`src/rtl/cook_timer_ctrl.sv`:
```
// Microwave cook-time controller: keypad entry, BCD mm:ss countdown on the 1 Hz tick,
// door interlock / pause handling and a timed done indication.
module cook_timer_ctrl #(
    parameter int DONE_TICKS = 3
) (
    input  logic       clk,
    input  logic       rst_n,
    input  logic       tick,
    input  logic       key_valid,
    input  logic [3:0] key_digit,
    input  logic       start,
    input  logic       stop_clear,
    input  logic       door_closed,
    output logic       mag_on,
    output logic       done,
    output logic [3:0] min_tens,
    output logic [3:0] min_ones,
    output logic [3:0] sec_tens,
    output logic [3:0] sec_ones,
    output logic [1:0] state
);

    localparam int CNT_W = $clog2(DONE_TICKS + 1);

    typedef enum logic [1:0] {
        S_IDLE  = 2'd0,
        S_COOK  = 2'd1,
        S_PAUSE = 2'd2,
        S_DONE  = 2'd3
    } state_t;

    state_t             r_state, w_state_nxt;
    logic [3:0]         r_mt, r_mo, r_st, r_so;
    logic [3:0]         w_mt_nxt, w_mo_nxt, w_st_nxt, w_so_nxt;
    logic [CNT_W-1:0]   r_done_cnt, w_done_cnt_nxt;
    logic               r_tick_prev;
    logic               w_tick_rise;
    logic               w_time_zero;
    logic               w_key_ok;

    logic [3:0]         w_mt_d, w_mo_d, w_st_d, w_so_d;
    logic               w_b0, w_b1, w_b2;
    logic               w_dec_zero;

    // One BCD digit step down; returns {borrow, new digit}, wrapping to `wrap` on borrow.
    function automatic logic [4:0] dec_digit(input logic [3:0] d, input logic [3:0] wrap);
        if (d == 4'd0)
            dec_digit = {1'b1, wrap};
        else
            dec_digit = {1'b0, d - 4'd1};
    endfunction

    assign w_tick_rise = tick & ~r_tick_prev;
    assign w_time_zero = ({r_mt, r_mo, r_st, r_so} == 16'd0);
    assign w_key_ok    = key_valid && (key_digit <= 4'd9);

    // Seconds tens only wraps to 5 when borrowed into, so entered 6..9 count down normally.
    assign {w_b0, w_so_d} = dec_digit(r_so, 4'd9);
    assign {w_b1, w_st_d} = w_b0 ? dec_digit(r_st, 4'd5) : {1'b0, r_st};
    assign {w_b2, w_mo_d} = w_b1 ? dec_digit(r_mo, 4'd9) : {1'b0, r_mo};
    assign w_mt_d         = w_b2 ? r_mt - 4'd1 : r_mt;
    assign w_dec_zero     = ({w_mt_d, w_mo_d, w_st_d, w_so_d} == 16'd0);

    always_comb begin
        w_state_nxt    = r_state;
        w_mt_nxt       = r_mt;
        w_mo_nxt       = r_mo;
        w_st_nxt       = r_st;
        w_so_nxt       = r_so;
        w_done_cnt_nxt = r_done_cnt;
        case (r_state)
            S_IDLE: begin
                if (stop_clear) begin
                    {w_mt_nxt, w_mo_nxt, w_st_nxt, w_so_nxt} = 16'd0;
                end else if (start && door_closed && !w_time_zero) begin
                    w_state_nxt = S_COOK;
                end else if (w_key_ok) begin
                    w_mt_nxt = r_mo;
                    w_mo_nxt = r_st;
                    w_st_nxt = r_so;
                    w_so_nxt = key_digit;
                end
            end
            S_COOK: begin
                if (stop_clear || !door_closed) begin
                    w_state_nxt = S_PAUSE;
                end else if (w_tick_rise) begin
                    w_mt_nxt = w_mt_d;
                    w_mo_nxt = w_mo_d;
                    w_st_nxt = w_st_d;
                    w_so_nxt = w_so_d;
                    if (w_dec_zero) begin
                        w_state_nxt    = S_DONE;
                        w_done_cnt_nxt = '0;
                    end
                end
            end
            S_PAUSE: begin
                if (stop_clear) begin
                    w_state_nxt = S_IDLE;
                    {w_mt_nxt, w_mo_nxt, w_st_nxt, w_so_nxt} = 16'd0;
                end else if (start && door_closed) begin
                    w_state_nxt = S_COOK;
                end
            end
            S_DONE: begin
                if (stop_clear) begin
                    w_state_nxt    = S_IDLE;
                    w_done_cnt_nxt = '0;
                end else if (w_tick_rise) begin
                    if (r_done_cnt == CNT_W'(DONE_TICKS - 1)) begin
                        w_state_nxt    = S_IDLE;
                        w_done_cnt_nxt = '0;
                    end else begin
                        w_done_cnt_nxt = r_done_cnt + 1'b1;
                    end
                end
            end
            default: w_state_nxt = S_IDLE;
        endcase
    end

    always_ff @(posedge clk) begin
        if (!rst_n) begin
            r_state     <= S_IDLE;
            r_mt        <= 4'd0;
            r_mo        <= 4'd0;
            r_st        <= 4'd0;
            r_so        <= 4'd0;
            r_done_cnt  <= '0;
            r_tick_prev <= 1'b0;
        end else begin
            r_state     <= w_state_nxt;
            r_mt        <= w_mt_nxt;
            r_mo        <= w_mo_nxt;
            r_st        <= w_st_nxt;
            r_so        <= w_so_nxt;
            r_done_cnt  <= w_done_cnt_nxt;
            r_tick_prev <= tick;
        end
    end

    assign mag_on   = (r_state == S_COOK);
    assign done     = (r_state == S_DONE);
    assign min_tens = r_mt;
    assign min_ones = r_mo;
    assign sec_tens = r_st;
    assign sec_ones = r_so;
    assign state    = r_state;

endmodule

```
`config.mk`:
```
export PLATFORM = sky130hd
export DESIGN_NAME = cook_timer_ctrl
export DESIGN_NICKNAME = d
export VERILOG_FILES = /design/src/rtl/cook_timer_ctrl.sv
export SDC_FILE = /design/constraint.sdc
export NUM_CORES = 1
export LEC_CHECK = 0
export CAP_MARGIN = 25
export CORE_ASPECT_RATIO = 0.7
export CORE_MARGIN = 2
export CORE_UTILIZATION = 36
export CTS_BUF_LIST = sky130_fd_sc_hd__clkbuf_8
export DETAILED_ROUTE_END_ITERATION = 8
export PLACE_DENSITY = 0.68
export REMOVE_ABC_BUFFERS = 1
export SLEW_MARGIN = 40
export SYNTH_ARGS = -nofsm -noshare
export SYNTH_HDL_FRONTEND = slang
export SYNTH_SLANG_ARGS = --single-unit
```
`constraint.sdc`:
```
create_clock -name clk -period 6.2 [get_ports clk]
set_input_delay 0.93 -clock clk [delete_from_list [all_inputs] [get_ports clk]]
set_output_delay 0.93 -clock clk [all_outputs]
set_load 0.02 [all_outputs]
```
==> results.sh, run 1 <==
export IMPL_status="completed"
export IMPL_clkTransAtPathRegs_ns=0.08
export IMPL_hold_start="min_tens[0]"
export IMPL_synth_common_cells="nor2_1 (27), a21oi_1 (24), dfxtp_1 (21), nand2_1 (18), o21ai_0 (18)"
export IMPL_portBuffers=30
export IMPL_setup_viol_count_final=0
export IMPL_yosysMostFrequentCell="nor2_1"
export IMPL_fmax_mhz=320
export IMPL_synth_cells=205
export IMPL_grt_pass1_vias=1393
export IMPL_io_pins=31
export IMPL_ys_seq_area_share_pct=27.4
export IMPL_hold_depth=2
export IMPL_ir_worst_vdd_mv=0.274
export IMPL_avgSynthCellArea_um2=7.48
export IMPL_fillers=396
export IMPL_cts_repair_resized=0
export IMPL_worst_pin_slew_ns=0.773
export IMPL_fp_dieW_um=82.0
export IMPL_synth_edf_count=0
export IMPL_power_density_mw_per_mm2=526
export IMPL_clkLatencyLatePin_ns=0.26
export IMPL_syn_area_mm2=0.00153
export IMPL_wl_per_cell_um=15.1
export IMPL_drive_gt1_share_pct=6.61
export IMPL_fin_skew_ns=0.00418
export IMPL_row_count=19
export IMPL_final_area_mm2=0.00189
export IMPL_fin_crit_ns=3.12
export IMPL_arrival_ns=3.25
export IMPL_track_usage_pct=18.5
export IMPL_synth_async_reset_ratio_pct=0
export IMPL_grt_max_degree=23
export IMPL_reg2reg_to="state[1]"
export IMPL_cap_violations=0
export IMPL_cts_tree="done"
export IMPL_cts_root_buf="clkbuf_8"
export IMPL_gp_congestion=0.802
export IMPL_finalSetupTns_ns=0
export IMPL_ant_nets=0
export IMPL_dieHeight_um=58.6
export IMPL_swShare_pct=50.8
export IMPL_routed_wl_um=4210
export IMPL_clockBufferDepth=2
export IMPL_cts_buffers=3
export IMPL_hold_end="min_tens[0]"
export IMPL_leakagePower_nw=0.642
export IMPL_finalCritPeriodShare_pct=50.4
export IMPL_internal_power_uw=490
export IMPL_worstPathMaxFanout=11
export IMPL_slew_headroom_pct=48.5
export IMPL_r2r_start="sec_ones[0]"
export IMPL_crit_type="input pin to register"
export IMPL_num_antenna_cells=0
export IMPL_rsz0062_at_grt="no"
export IMPL_vias_per_cell=5.85
export IMPL_cts_num_sinks=21
export IMPL_dr_total_vias=1631
export IMPL_synth_area_top_cells="dfxtp_1 (27%), a21oi_1 (7.8%), nor2_1 (6.6%)"
export IMPL_nNetsFinal=245
export IMPL_min_delay_path_class="register to register"
export IMPL_ys_ff_latch=21
export IMPL_area_delta_synth_final_pct=23.4
export IMPL_hold_viol=0
export IMPL_p_switching_uw=505
export IMPL_cts_setup_buffers=0
export IMPL_grt_overflow=0
export IMPL_place_area_mm2=0.00184
export IMPL_drt_initial_drc_count=121
export IMPL_rr_worst_depth=6
export IMPL_synthFlopType="dfxtp_1"
export IMPL_end_kind="register"
export IMPL_p_clk_share_pct=9.2
export IMPL_dr_pass1_iters=4
export IMPL_yosysTopAreaCell="dfxtp_1"
export IMPL_drv_slew=0
export IMPL_place_hpwl_um=2950
export IMPL_netlist_area_leader_share_pct=27.4
export IMPL_start_kind="input pin"
export IMPL_drc=0
export IMPL_initial_core_util_pct=38.4
export IMPL_core_mm2=0.00399
export IMPL_antenna_found_initial=0
export IMPL_dieArea_mm2=0.00480
export IMPL_synth_warnings=0
export IMPL_grt_pass1_wl_um=6900
export IMPL_crit_required_ns=6.33
export IMPL_p_comb_share_pct=64.7
export IMPL_seqPwrFrac_pct=26.1
export IMPL_reg2reg_setup_slack_ns=3.42
export IMPL_cts_htree_levels=1
export IMPL_ys_types=43
export IMPL_ctsHoldBuffers=0
==> worst max-delay path: stages <==
cell	delay, ns
clkdlybuf4s50_1	0.58
nand3b_1	0.32
or4b_2	0.67
nor4_1	0.48
or3b_2	0.22
a21oi_1	0.06
==> final cells by class <==
class,instances,area (µm²),share of cell area [%]
multi-input combinational,166,1040,54.9
timing repair buffer,30,300,15.9
sequential,21,420,22.2
clock inverter,1,3.75,0.198
clock buffer,3,41.3,2.18
tap,52,65.1,3.44
inverter,6,22.5,1.19
==> per-layer routing <==
| metal | wire length (µm) | vias to the layer above | GRT usage, % |
|---|---|---|---|
| met4 | 17 | 0 | 2.14 |
| met5 | 0 | - | 0 |
| met1 | 2110 | 761 | 29.4 |
| met3 | 330 | 2 | 4.45 |
| li1 | - | 807 | - |
| met2 | 1750 | 61 | 25.6 |
==> how the worst max path moves through the flow <==
stage	startpoint	endpoint	slack (ns)	depth (start not counted)
2_1_floorplan	sec_ones[0]	state[1]	3.59	6
3_3_place_gp	tick	min_tens[3]	2.76	7
3_5_place_dp	stop_clear	r_done_cnt[1]	2.79	6
4_1_cts	stop_clear	r_done_cnt[1]	3.07	6
5_1_grt	stop_clear	r_done_cnt[1]	2.84	6
6_report	stop_clear	r_done_cnt[1]	3.08	6
==> flip-flops by register name (all words and copies together), names as in the netlist <==
name         cells
min_ones         4
sec_tens         4
state            2
r_done_cnt       2
sec_ones         4
min_tens         4
r_tick_prev      1
==> kinds of logic after synthesis <==
kind of cell / synth area share, %
and+or+nand+nor: 31.9
AOI/OAI and AO/OA: 26.8
DFF: 27.4
buffers and inverters: 5.39
adders and majority gates: 4.90
xor gates and xnor gates: 2.29
muxes: 1.31
==> power by group through the flow <==
stage | sequential, mW | combinational [mW] | clock [mW]
finish | 0.260 | 0.643 | 0.0916
global route | 0.271 | 0.710 | 0.102
floorplan | 0.286 | 0.404 | 0
CTS | 0.257 | 0.639 | 0.0953
detailed placement | 0.259 | 0.635 | 0
global placement | 0.260 | 0.631 | 0
==> metrics by stage <==
| stage | hold WS (ns) | util, % | cells | power, mW | setup slack [ns] |
|---|---|---|---|---|---|
| global placement | 0.522 | 46.0 | 275 | 0.891 | 2.76 |
| global route | 0.613 | 47.4 | 279 | 1.08 | 2.84 |
| CTS | 0.547 | 47.2 | 279 | 0.991 | 3.07 |
| floorplan | 0.514 | - | 193 | 0.690 | 3.59 |
| detailed placement | 0.533 | 46.1 | 275 | 0.895 | 2.79 |
| finish | 0.546 | 47.4 | 279 | 0.995 | 3.08 |
==> cell usage in the layout (no fill, tap or decap), types with 3 or more instances in the layout <==
cell,instances
nand4_1,3
o21ai_0,18
clkbuf_8,3
xnor2_1,3
a221oi_1,5
and2_1,3
inv_1,7
ha_1,6
a21oi_1,24
nand2_1,18
nand3_1,4
nor2_1,26
nor3_1,6
o31ai_1,3
clkdlybuf4s50_1,30
dfxtp_1,21
a211oi_1,9
nor4b_1,4
No activity file was read; power rests on OpenSTA's default activity.
==> run 2: changes to the inputs <==
Clock period 6.2 ns to 3 ns, I/O delays scaled along.
==> run 2 against run 1 <==
Global-route usage grew 0.74 points. Largest power group unchanged. Register-to-register slack got worse by 3.2 ns. Worst hold slack gained 0.0095 ns. Wire length grew 3.3%. Sequential share of layout area decreased by 0.59 points. Largest cell class unchanged. First-iteration DRC count increased by 47%. Non-clock buffer count rose by 8. Critical path depth stayed put. Critical endpoint is now state[1]. Clock power is 120% higher.
==> results.sh, run 2 (same netlist as run 1, synthesis figures left out) <==
export IMPL_status="completed"
export IMPL_layout_common_cells="clkdlybuf4s50_1 (30), nor2_1 (27), a21oi_1 (24)"
export IMPL_worstPathMaxFanout=11
export IMPL_max_stage_delay_ns=0.65
export IMPL_wl_per_cell_um=15.1
export IMPL_drv_slew=0
export IMPL_cts_num_sinks=21
export IMPL_finalCritPeriodShare_pct=91.2
export IMPL_crit_type="register to register"
export IMPL_crit_required_ns=3.17
export IMPL_dieHeight_um=58.6
export IMPL_dr_total_vias=1647
export IMPL_cp_slowest_cell="or4_1"
export IMPL_nNetsFinal=253
export IMPL_start_kind="register"
export IMPL_cts_setup_buffers=0
export IMPL_ant_nets=0
export IMPL_fmax_mhz=365
export IMPL_gp_congestion=0.880
export IMPL_drt_initial_drc_count=178
export IMPL_slew_headroom_pct=50.1
export IMPL_io_pins=31
export IMPL_power_density_mw_per_mm2=1100
export IMPL_initial_core_util_pct=38.4
export IMPL_cts_tree="done"
export IMPL_min_delay_path_class="register to register"
export IMPL_worst_pin_slew_ns=0.738
export IMPL_cts_root_buf="clkbuf_8"
export IMPL_fp_dieW_um=82.0
export IMPL_fin_crit_ns=2.74
export IMPL_cap_violations=0
export IMPL_place_ws_ns=0.298
export IMPL_drive_gt1_share_pct=8.94
export IMPL_path_delay_family="simple AND/OR/NAND/NOR gates"
export IMPL_core_mm2=0.00399
export IMPL_area_delta_synth_final_pct=26.8
export IMPL_grt_pass1_vias=1375
export IMPL_arrival_ns=2.91
export IMPL_rsz0062_at_grt="no"
export IMPL_grt_max_degree=18
export IMPL_setup_ws_ns=0.263
export IMPL_cp_cell_sequence="or4_1, nor4b_4, mux2i_1, or4_1, nor3b_2, a2111oi_2"
export IMPL_leakagePower_nw=0.680
export IMPL_antenna_found_initial=0
export IMPL_dieArea_mm2=0.00480
export IMPL_crit_buf_inv=0
export IMPL_ctsHoldBuffers=0
export IMPL_crit_top_cell="or4_1"
export IMPL_ir_worst_vdd_mv=0.536
export IMPL_clockBufferDepth=2
export IMPL_grt_overflow=0
export IMPL_clkLatencyLatePin_ns=0.27
export IMPL_num_antenna_cells=0
export IMPL_portBuffers=30
export IMPL_place_hpwl_um=3210
export IMPL_cts_htree_levels=1
export IMPL_finalSetupTns_ns=0
export IMPL_hold_viol=0
export IMPL_vias_per_cell=5.74
export IMPL_clkTransAtPathRegs_ns=0.08
export IMPL_grt_pass1_wl_um=6980
export IMPL_drc=0
export IMPL_cts_buffers=3
export IMPL_dr_pass1_iters=5
export IMPL_end_kind="register"
export IMPL_routed_wl_um=4350
export IMPL_fin_skew_ns=0.00187
export IMPL_cts_repair_resized=0
export IMPL_final_common_cell="clkdlybuf4s50_1"
export IMPL_setup_viol_count_final=0
export IMPL_row_count=19
export IMPL_track_usage_pct=19.2
-- run 2: cell count changes in the layout (fill, tap and decap cells not counted), sizes merged --
cell	delta
buf	+8
-- run 2: worst paths after layout --
kind                             startpoint          end  slack (ns)  depth (start not counted)
worst max register to register  sec_tens[0]     state[1]        0.26                          6
worst min-delay path            min_tens[0]  min_tens[0]        0.56                          2
worst min register to register  min_tens[0]  min_tens[0]        0.56                          2
worst max-delay path            sec_tens[0]     state[1]        0.26                          6
-- run 2: final cells by class --
cell class	count	area, µm²
Clock inverter	1	3.75
Inverter	6	22.5
Multi-Input combinational cell	166	1030
Tap cell	52	65.1
Sequential cell	21	420
Fill cell	396	2050
Clock buffer	3	41.3
Timing Repair Buffer	38	360
-- run 2: routing by layer --
layer,vias up,track usage (%),share of wire [%]
li1,823,-,-
met3,3,4.45,7.1
met2,72,25.4,41
met4,0,4.52,0.34
met1,749,30.7,52
met5,-,0,0
-- run 2: power breakdown --
part           internal (mW)  total [mW]  switching, mW
clock                 0.0918       0.198          0.106
sequential             0.364       0.513          0.148
combinational          0.609        1.43          0.823
total                   1.06        2.14           1.08
-- run 2: worst register-to-register path, stage by stage, from the launching register on --
cell and delay [ns]:
dfxtp_1 0.40, or4_1 0.65, nor4b_4 0.44, mux2i_1 0.16, or4_1 0.53, nor3b_2 0.18, a2111oi_2 0.28
-- run 2: metrics by stage --
| stage | cell area, µm² | utilization [%] | total power [mW] | cells | hold slack [ns] |
|---|---|---|---|---|---|
| CTS | 1940 | 48.7 | 2.13 | 287 | 0.546 |
| finish | 1940 | 48.7 | 2.14 | 287 | 0.555 |
| floorplan | 1470 | - | 1.43 | 193 | 0.514 |
| global placement | 1900 | 47.5 | 1.91 | 283 | 0.532 |
| global route | 1940 | 48.7 | 2.31 | 287 | 0.580 |
| detailed placement | 1900 | 47.5 | 1.93 | 283 | 0.533 |
